==> src/rtl/axixl_lite_regfile_responder.sv <==
// rtl/axixl_lite_regfile_responder.sv - AXI4-Lite register-file responder with independent write/read channels
module axixl_lite_regfile_responder #(
  parameter int C_S_AXI_DATA_WIDTH = 32,
  parameter int C_S_AXI_ADDR_WIDTH = 5,
  parameter int NUM_REGS           = 4
) (
  input  logic                              ACLK,
  input  logic                              ARESET,
  input  logic [C_S_AXI_ADDR_WIDTH-1:0]     S_AXI_AWADDR,
  input  logic [2:0]                        S_AXI_AWPROT,
  input  logic                              S_AXI_AWVALID,
  output logic                              S_AXI_AWREADY,
  input  logic [C_S_AXI_DATA_WIDTH-1:0]     S_AXI_WDATA,
  input  logic [C_S_AXI_DATA_WIDTH/8-1:0]   S_AXI_WSTRB,
  input  logic                              S_AXI_WVALID,
  output logic                              S_AXI_WREADY,
  output logic [1:0]                        S_AXI_BRESP,
  output logic                              S_AXI_BVALID,
  input  logic                              S_AXI_BREADY,
  input  logic [C_S_AXI_ADDR_WIDTH-1:0]     S_AXI_ARADDR,
  input  logic [2:0]                        S_AXI_ARPROT,
  input  logic                              S_AXI_ARVALID,
  output logic                              S_AXI_ARREADY,
  output logic [C_S_AXI_DATA_WIDTH-1:0]     S_AXI_RDATA,
  output logic [1:0]                        S_AXI_RRESP,
  output logic                              S_AXI_RVALID,
  input  logic                              S_AXI_RREADY
);

  localparam int DW = C_S_AXI_DATA_WIDTH;
  localparam int AW = C_S_AXI_ADDR_WIDTH;
  localparam int IW = AW - 2;
  localparam int SW = DW / 8;
  localparam int DEPTH = 1 << IW;
  localparam logic [31:0] NUM_REGS_U = 32'(NUM_REGS);
  localparam logic [1:0] RESP_OKAY = 2'b00;
  localparam logic [1:0] RESP_SLVERR = 2'b10;

  // Storage spans the whole index space; entries >= NUM_REGS are never written and stay constant.
  logic [DW-1:0] regs [DEPTH];

  logic          aw_held, w_held;
  logic [IW-1:0] aw_idx;
  logic [DW-1:0] w_data;
  logic [SW-1:0] w_strb;
  logic          awready_q, wready_q, bvalid_q, arready_q, rvalid_q;
  logic [1:0]    bresp_q, rresp_q;
  logic [DW-1:0] rdata_q;

  logic          aw_hs, w_hs, commit, wr_mapped, aw_held_n, w_held_n, bvalid_n;
  logic [IW-1:0] wr_idx, rd_idx;
  logic [DW-1:0] wr_data;
  logic [SW-1:0] wr_strb;
  logic          ar_hs, rd_mapped, rvalid_n;

  // Address byte-lane bits and protection fields carry no meaning for this target.
  logic unused_inputs;
  assign unused_inputs = ^{S_AXI_AWPROT, S_AXI_ARPROT, S_AXI_AWADDR[1:0], S_AXI_ARADDR[1:0]};

  always_comb begin
    aw_hs     = S_AXI_AWVALID & awready_q;
    w_hs      = S_AXI_WVALID & wready_q;
    wr_idx    = aw_hs ? S_AXI_AWADDR[AW-1:2] : aw_idx;
    wr_data   = w_hs ? S_AXI_WDATA : w_data;
    wr_strb   = w_hs ? S_AXI_WSTRB : w_strb;
    commit    = (aw_held | aw_hs) & (w_held | w_hs);
    wr_mapped = 32'(wr_idx) < NUM_REGS_U;
    aw_held_n = ~commit & (aw_held | aw_hs);
    w_held_n  = ~commit & (w_held | w_hs);
    bvalid_n  = commit | (bvalid_q & ~S_AXI_BREADY);
    ar_hs     = S_AXI_ARVALID & arready_q;
    rd_idx    = S_AXI_ARADDR[AW-1:2];
    rd_mapped = 32'(rd_idx) < NUM_REGS_U;
    rvalid_n  = ar_hs | (rvalid_q & ~S_AXI_RREADY);
  end

  always_ff @(posedge ACLK or posedge ARESET) begin
    if (ARESET) begin
      for (int i = 0; i < DEPTH; i++) regs[i] <= '0;
      aw_held   <= 1'b0;
      w_held    <= 1'b0;
      aw_idx    <= '0;
      w_data    <= '0;
      w_strb    <= '0;
      awready_q <= 1'b1;
      wready_q  <= 1'b1;
      bvalid_q  <= 1'b0;
      bresp_q   <= RESP_OKAY;
      arready_q <= 1'b1;
      rvalid_q  <= 1'b0;
      rresp_q   <= RESP_OKAY;
      rdata_q   <= '0;
    end else begin
      aw_held <= aw_held_n;
      w_held  <= w_held_n;
      if (aw_hs) aw_idx <= S_AXI_AWADDR[AW-1:2];
      if (w_hs) begin
        w_data <= S_AXI_WDATA;
        w_strb <= S_AXI_WSTRB;
      end
      if (commit) begin
        bresp_q <= wr_mapped ? RESP_OKAY : RESP_SLVERR;
        if (wr_mapped)
          for (int k = 0; k < SW; k++)
            if (wr_strb[k]) regs[wr_idx][8*k +: 8] <= wr_data[8*k +: 8];
      end
      bvalid_q  <= bvalid_n;
      awready_q <= ~aw_held_n & ~bvalid_n;
      wready_q  <= ~w_held_n & ~bvalid_n;
      // Same-edge commit and read see the pre-commit register contents.
      if (ar_hs) begin
        rdata_q <= rd_mapped ? regs[rd_idx] : '0;
        rresp_q <= rd_mapped ? RESP_OKAY : RESP_SLVERR;
      end
      rvalid_q  <= rvalid_n;
      arready_q <= ~rvalid_n;
    end
  end

  assign S_AXI_AWREADY = awready_q;
  assign S_AXI_WREADY  = wready_q;
  assign S_AXI_BVALID  = bvalid_q;
  assign S_AXI_BRESP   = bresp_q;
  assign S_AXI_ARREADY = arready_q;
  assign S_AXI_RVALID  = rvalid_q;
  assign S_AXI_RRESP   = rresp_q;
  assign S_AXI_RDATA   = rdata_q;

endmodule
==> config.mk <==
export PLATFORM = sky130hd
export DESIGN_NAME = axixl_lite_regfile_responder
export DESIGN_NICKNAME = d
export VERILOG_FILES = /design/src/rtl/axixl_lite_regfile_responder.sv
export SDC_FILE = /design/constraint.sdc
export NUM_CORES = 1
export LEC_CHECK = 0
export CORE_ASPECT_RATIO = 0.7
export CORE_MARGIN = 2
export CORE_UTILIZATION = 35
export CTS_CLUSTER_DIAMETER = 60
export CTS_CLUSTER_SIZE = 20
export DETAILED_ROUTE_END_ITERATION = 12
export PLACE_DENSITY = 0.52
export SLEW_MARGIN = 20
export SYNTH_ARGS = -nofsm -noshare
export SYNTH_HDL_FRONTEND = slang
export SYNTH_SLANG_ARGS = --single-unit
==> constraint.sdc <==
create_clock -name ACLK -period 8.55 [get_ports ACLK]
set_input_delay 1.2825 -clock ACLK [delete_from_list [all_inputs] [get_ports ACLK]]
set_output_delay 1.2825 -clock ACLK [all_outputs]
set_load 0.02 [all_outputs]
# Word level (Yosys, flattened, before mapping)
# Cells that the tools add are included.
# word_totals
ff_bits	338
out_inout_bits	41
elab_cells	82
# classes
magnitude_cmp	5
muxes	31
n_bitwise	23
reduce_logical	2
# ops
op	count
256-bit two-way mux	10
256-bit bitwise mux	4
32-bit demux with 3-bit select	4
32-bit two-way mux	5
32-bit binary-select mux with 3-bit select	1
24-bit two-way mux	1
16-bit two-way mux	1
1-bit bitwise AND	10
4-bit greater-or-equal comparator, second input constant	2
8-bit two-way mux	1
3-bit inverter with 4-bit output	2
1-bit inverter	7
3-bit less-than comparator, second input constant	2
4-bit by 1-bit less-than comparator with 1-bit output, second input constant	1
2-bit two-way mux	2
4-bit two-way mux	1
1-bit bitwise OR	4
3-bit two-way mux	1
2-bit AND reduction	1
1-bit logical AND	1

# Depth between registers and ports, before layout
# logic_depth
word_depth	21
mapped_depth	6
depth_no_buf	5

# Least setup slack after synthesis
# Ideal clock, no wire load.
# synth_timing
kind	input to register
from	in S_AXI_AWVALID
to	reg regs[192] (netlist bit)
setup_time_ns	0.125
arrival_ns	2.831
setup_slack_ns	5.595
path_stages	6
n_path_buf	2
cell_sequence	nand2_2 > a2111o_1 > buf_6 > clkbuf_8 > nor3_4 > mux2_2
# synth_between
elab_chain_len	21
# synth_rtl
element	line	source
start, declared	11	input logic S_AXI_AWVALID,
1-bit bitwise AND (*)	61	aw_hs = S_AXI_AWVALID & awready_q;
3-bit two-way mux	--	
3-bit inverter with 4-bit output (implied by the code)	105	if (wr_strb[k]) regs[wr_idx][8*k +: 8] <= wr_data[8*k +: 8];
4-bit greater-or-equal comparator (implied by the code) / 4-bit by 1-bit less-than comparator with 1-bit output (equally long branches)	105	
1-bit logical AND (implied by the code)	105	
8-bit two-way mux (implied by the code)	105	
32-bit demux with 3-bit select	105	
256-bit bitwise mux	105	
[5 not listed]	--	
256-bit two-way mux	103	if (wr_mapped)
256-bit two-way mux	101	if (commit) begin
256-bit bitwise mux	105	
256-bit two-way mux	105	
256-bit two-way mux	103	
256-bit two-way mux	101	
256-bit bitwise mux	105	
256-bit two-way mux	105	
end signal, assigned by index	105	
end, declared	40	logic [DW-1:0] regs [DEPTH];
# Mark *: on every way between the ends. The rest lies on a longest branch, timed or not. The select of a mux whose other input is x is not followed.
# A chain may end at the register's enable or synchronous reset.

# Worst setup path after layout
# layout_timing
from	in S_AXI_AWVALID
to	reg regs[173] (netlist bit)
# layout_between
elab_chain_len	18
# layout_rtl
element	line
1-bit bitwise AND (*)	61
branches (longest 17 deep; another with 4-bit greater-or-equal comparator)	--
# Every way passes the cells marked *. The select of a mux whose other input is x is not followed.

==> results.md <==
- Status: complete, no violations
- Final net count: 665
- Final instance area: 10290 um2
- Post-route DRC: 0
- WL per Instance: 20.76 um
- Root Driver: clkbuf_16
- Crit end category: flip-flop
- Pint: 2.341 mW
- Clk_lat worst skew: 0.48 ns
- Sequential area share after synthesis: 60.50%
- I/O Pins: 100
- Async set-or-reset flop fraction in the synthesized netlist: 100.0%
- Worst relative slew slack: 28.63%
- Fill cell count: 2179
- Sw Share: 30.68%
- Placed Instances: 906
- Number of global-route vias before repair: 5212
- FMAX: 0.2531 GHz
- Reg2Reg Depth: 4
- GRT overflow: 0
- ANT nets after route: 0
- Top cells by count, synth: 205 x dfrtp_1, 163 x mux2_2, 32 x a22o_1, 32 x mux4_2, 13 x clkbuf_1
- CTS tree: yes
- Comb pwr share: 32.3%
- Die Area: 25890 um2
- Clock-pin slew on the worst setup and hold paths: 0.08 ns
- First-pass DRT Iterations: 4
- Post-CTS resize count: 0
- Chip height: 135.2 um
- Largest vdd supply drop: 0.0001329 V
- Initial antenna violation count: 0
- Setup CP Type: input port to flip-flop
- Vias per inst: 5.083
- IO Port Bufs: 87
- CTS Buf Count: 15
- First-pass GRT wire length: 30480 um
- Final Hold Viols: 0
- Post-route insts no fill: 929
- Crit path DAT: 4.31 ns
- Synthesized flop and latch total: 208
- H-tree depth: 1
- Synthesis Warnings: 0
- Core ar.: 23880 um2
- Largest net degree at the start of global routing: 145
- Leakage power: 4.547 nW
- Final setup viols: 0
- DP HPWL: 11710 um
- Post-DP Area: 9823 um2
- Critical path launch point type: input port
- Setup TNS: 0 ns
- Clock sinks: 208
- Num rows: 47
- Hold depth: 1
- Post-synth EDFFs: 0
- Sequential power share: 47.3%
- Area growth syn-to-layout: 19.55%
- Area of the mapped netlist: 8610 um2
- Avg Cell Area, Syn: 16.72 um2
- Setup Skew: 0.02179 ns
- Post-synth top flop: dfrtp_1
- Initial Util: 36.06%
- Worst Hold Class: flip-flop to flip-flop
- Tightest Pin Transition: 1.066 ns
- Gr usage total: 15.42%
- Final period util: 46.21%
- Worst path required time: 8.91 ns
- Area contributors post-synth: dfrtp_1 60%, mux2_2 21%, mux4_2 8.4%
- Most common cell in the netlist: dfrtp_1
- Setup Buffers After CTS: 0
- Sw Pwr: 1.036 mW
- N_diodes: 0
- GP Congestion: 0.6994
- # hold bufs at CTS: 0
- DIE WIDTH: 191.5 um
- Max Cap Viol: 0
- Layout cell share with drive strength beyond 1: 40.92%
- DR iter-0 viols: 203
- Clock share of power: 20.4%
- Minimum clock period: 3.951 ns
- Synth top area share: 59.58%
- Max Slew Vio Count: 0
- RSZ-0062 raised after global routing: no
- Synth area leader: dfrtp_1
- Routed via count: 4722
- Yosys cell types: 34
- Syn Inst Count: 515
- Pwr/cell area: 328.2 nW/um2
- Clk buf depth: 3
- Max FO, Critical Path: 17
- Total wire length: 19290 um
## cell usage in the layout, fill, tap and decap left out, types with 3 or more instances in the layout
cell type        instances
dfrtp_1                205
mux2_2                 163
clkdlybuf4s50_1         85
mux4_2                  32
a22o_1                  32
clkbuf_16               15
inv_1                    8
nor3_4                   6
nor3_2                   6
buf_4                    6
mux2i_1                  5
nor2_1                   5
dfstp_2                  3
a31oi_1                  3
nand2_1                  3
nand3b_2                 3
## power groups by stage
stage,Combinational [mW],Sequential (mW),Clock (mW)
after global routing,1.19,1.65,0.760
after global placement,1.06,1.58,0
after floorplan,0.747,1.62,0
after detailed placement,1.11,1.62,0
after CTS,1.11,1.60,0.725
final,1.09,1.60,0.688
## critical path: stages
cell,delay [ns]
clkdlybuf4s50_1,0.61
nand2_2,0.20
a2111o_1,0.84
nor3_2,0.94
mux2_2,0.42
## routing by layer
| layer | GRT usage, % | up-vias | wire length [um] |
|---|---|---|---|
| met5 | 0 | - | 0 |
| met4 | 2.863 | 0 | 322 |
| met3 | 2.486 | 22 | 712 |
| met2 | 25.19 | 83 | 9140 |
| met1 | 22.01 | 2519 | 9114 |
| li1 | - | 2098 | - |
## cell families (layout without fill, tap and decap cells)
group	Yosys count	in the layout	synth area share [%]
compound gates	41	41	3.953
mux	200	200	30.27
flops	208	208	60.50
simple gates	35	35	3.604
other cells	1	2	0.04356
buf+inv	30	125	1.628
## flip-flops by register name, summed over array words and instances (netlist names)
register       flops
aw_held            1
regs             128
S_AXI_AWREADY      1
S_AXI_BRESP        1
w_data            32
S_AXI_RRESP        1
w_strb             4
S_AXI_ARREADY      1
S_AXI_WREADY       1
w_held             1
S_AXI_RDATA       32
S_AXI_BVALID       1
aw_idx             3
S_AXI_RVALID       1
## layout make-up
cell class	count	area (um2)	share of cell area [%]
sequential	208	5209	50.61
multi-input combinational	278	3269	31.77
timing repair buffer	94	933.4	9.069
clock buffer	17	402.9	3.914
tap	318	397.9	3.866
inverter	9	41.29	0.4012
clock inverter	5	38.79	0.3769
## path summary, 6_finish.rpt
check | from | end | slack, ns
setup / recovery | S_AXI_AWVALID | regs[173] | 4.60
hold / removal | regs[204] | regs[204] | 0.50
setup reg to reg | S_AXI_AWREADY | regs[173] | 5.45
hold reg to reg | regs[204] | regs[204] | 0.50
max in group asynchronous | ARESET | regs[225] | 5.63
min in group asynchronous | ARESET | regs[163] | 1.23
## per-stage QoR
stage	total power, mW	hold slack, ns	util, %	setup WS (ns)
floorplan	2.366	0.4503	-	1.592
global placement	2.643	0.4657	41.14	4.214
detailed placement	2.729	0.4901	41.14	4.114
CTS	3.436	0.5090	42.99	4.633
global route	3.599	0.5153	43.11	4.482
finish	3.378	0.5042	43.11	4.599
(Power assumes the default switching activity.)
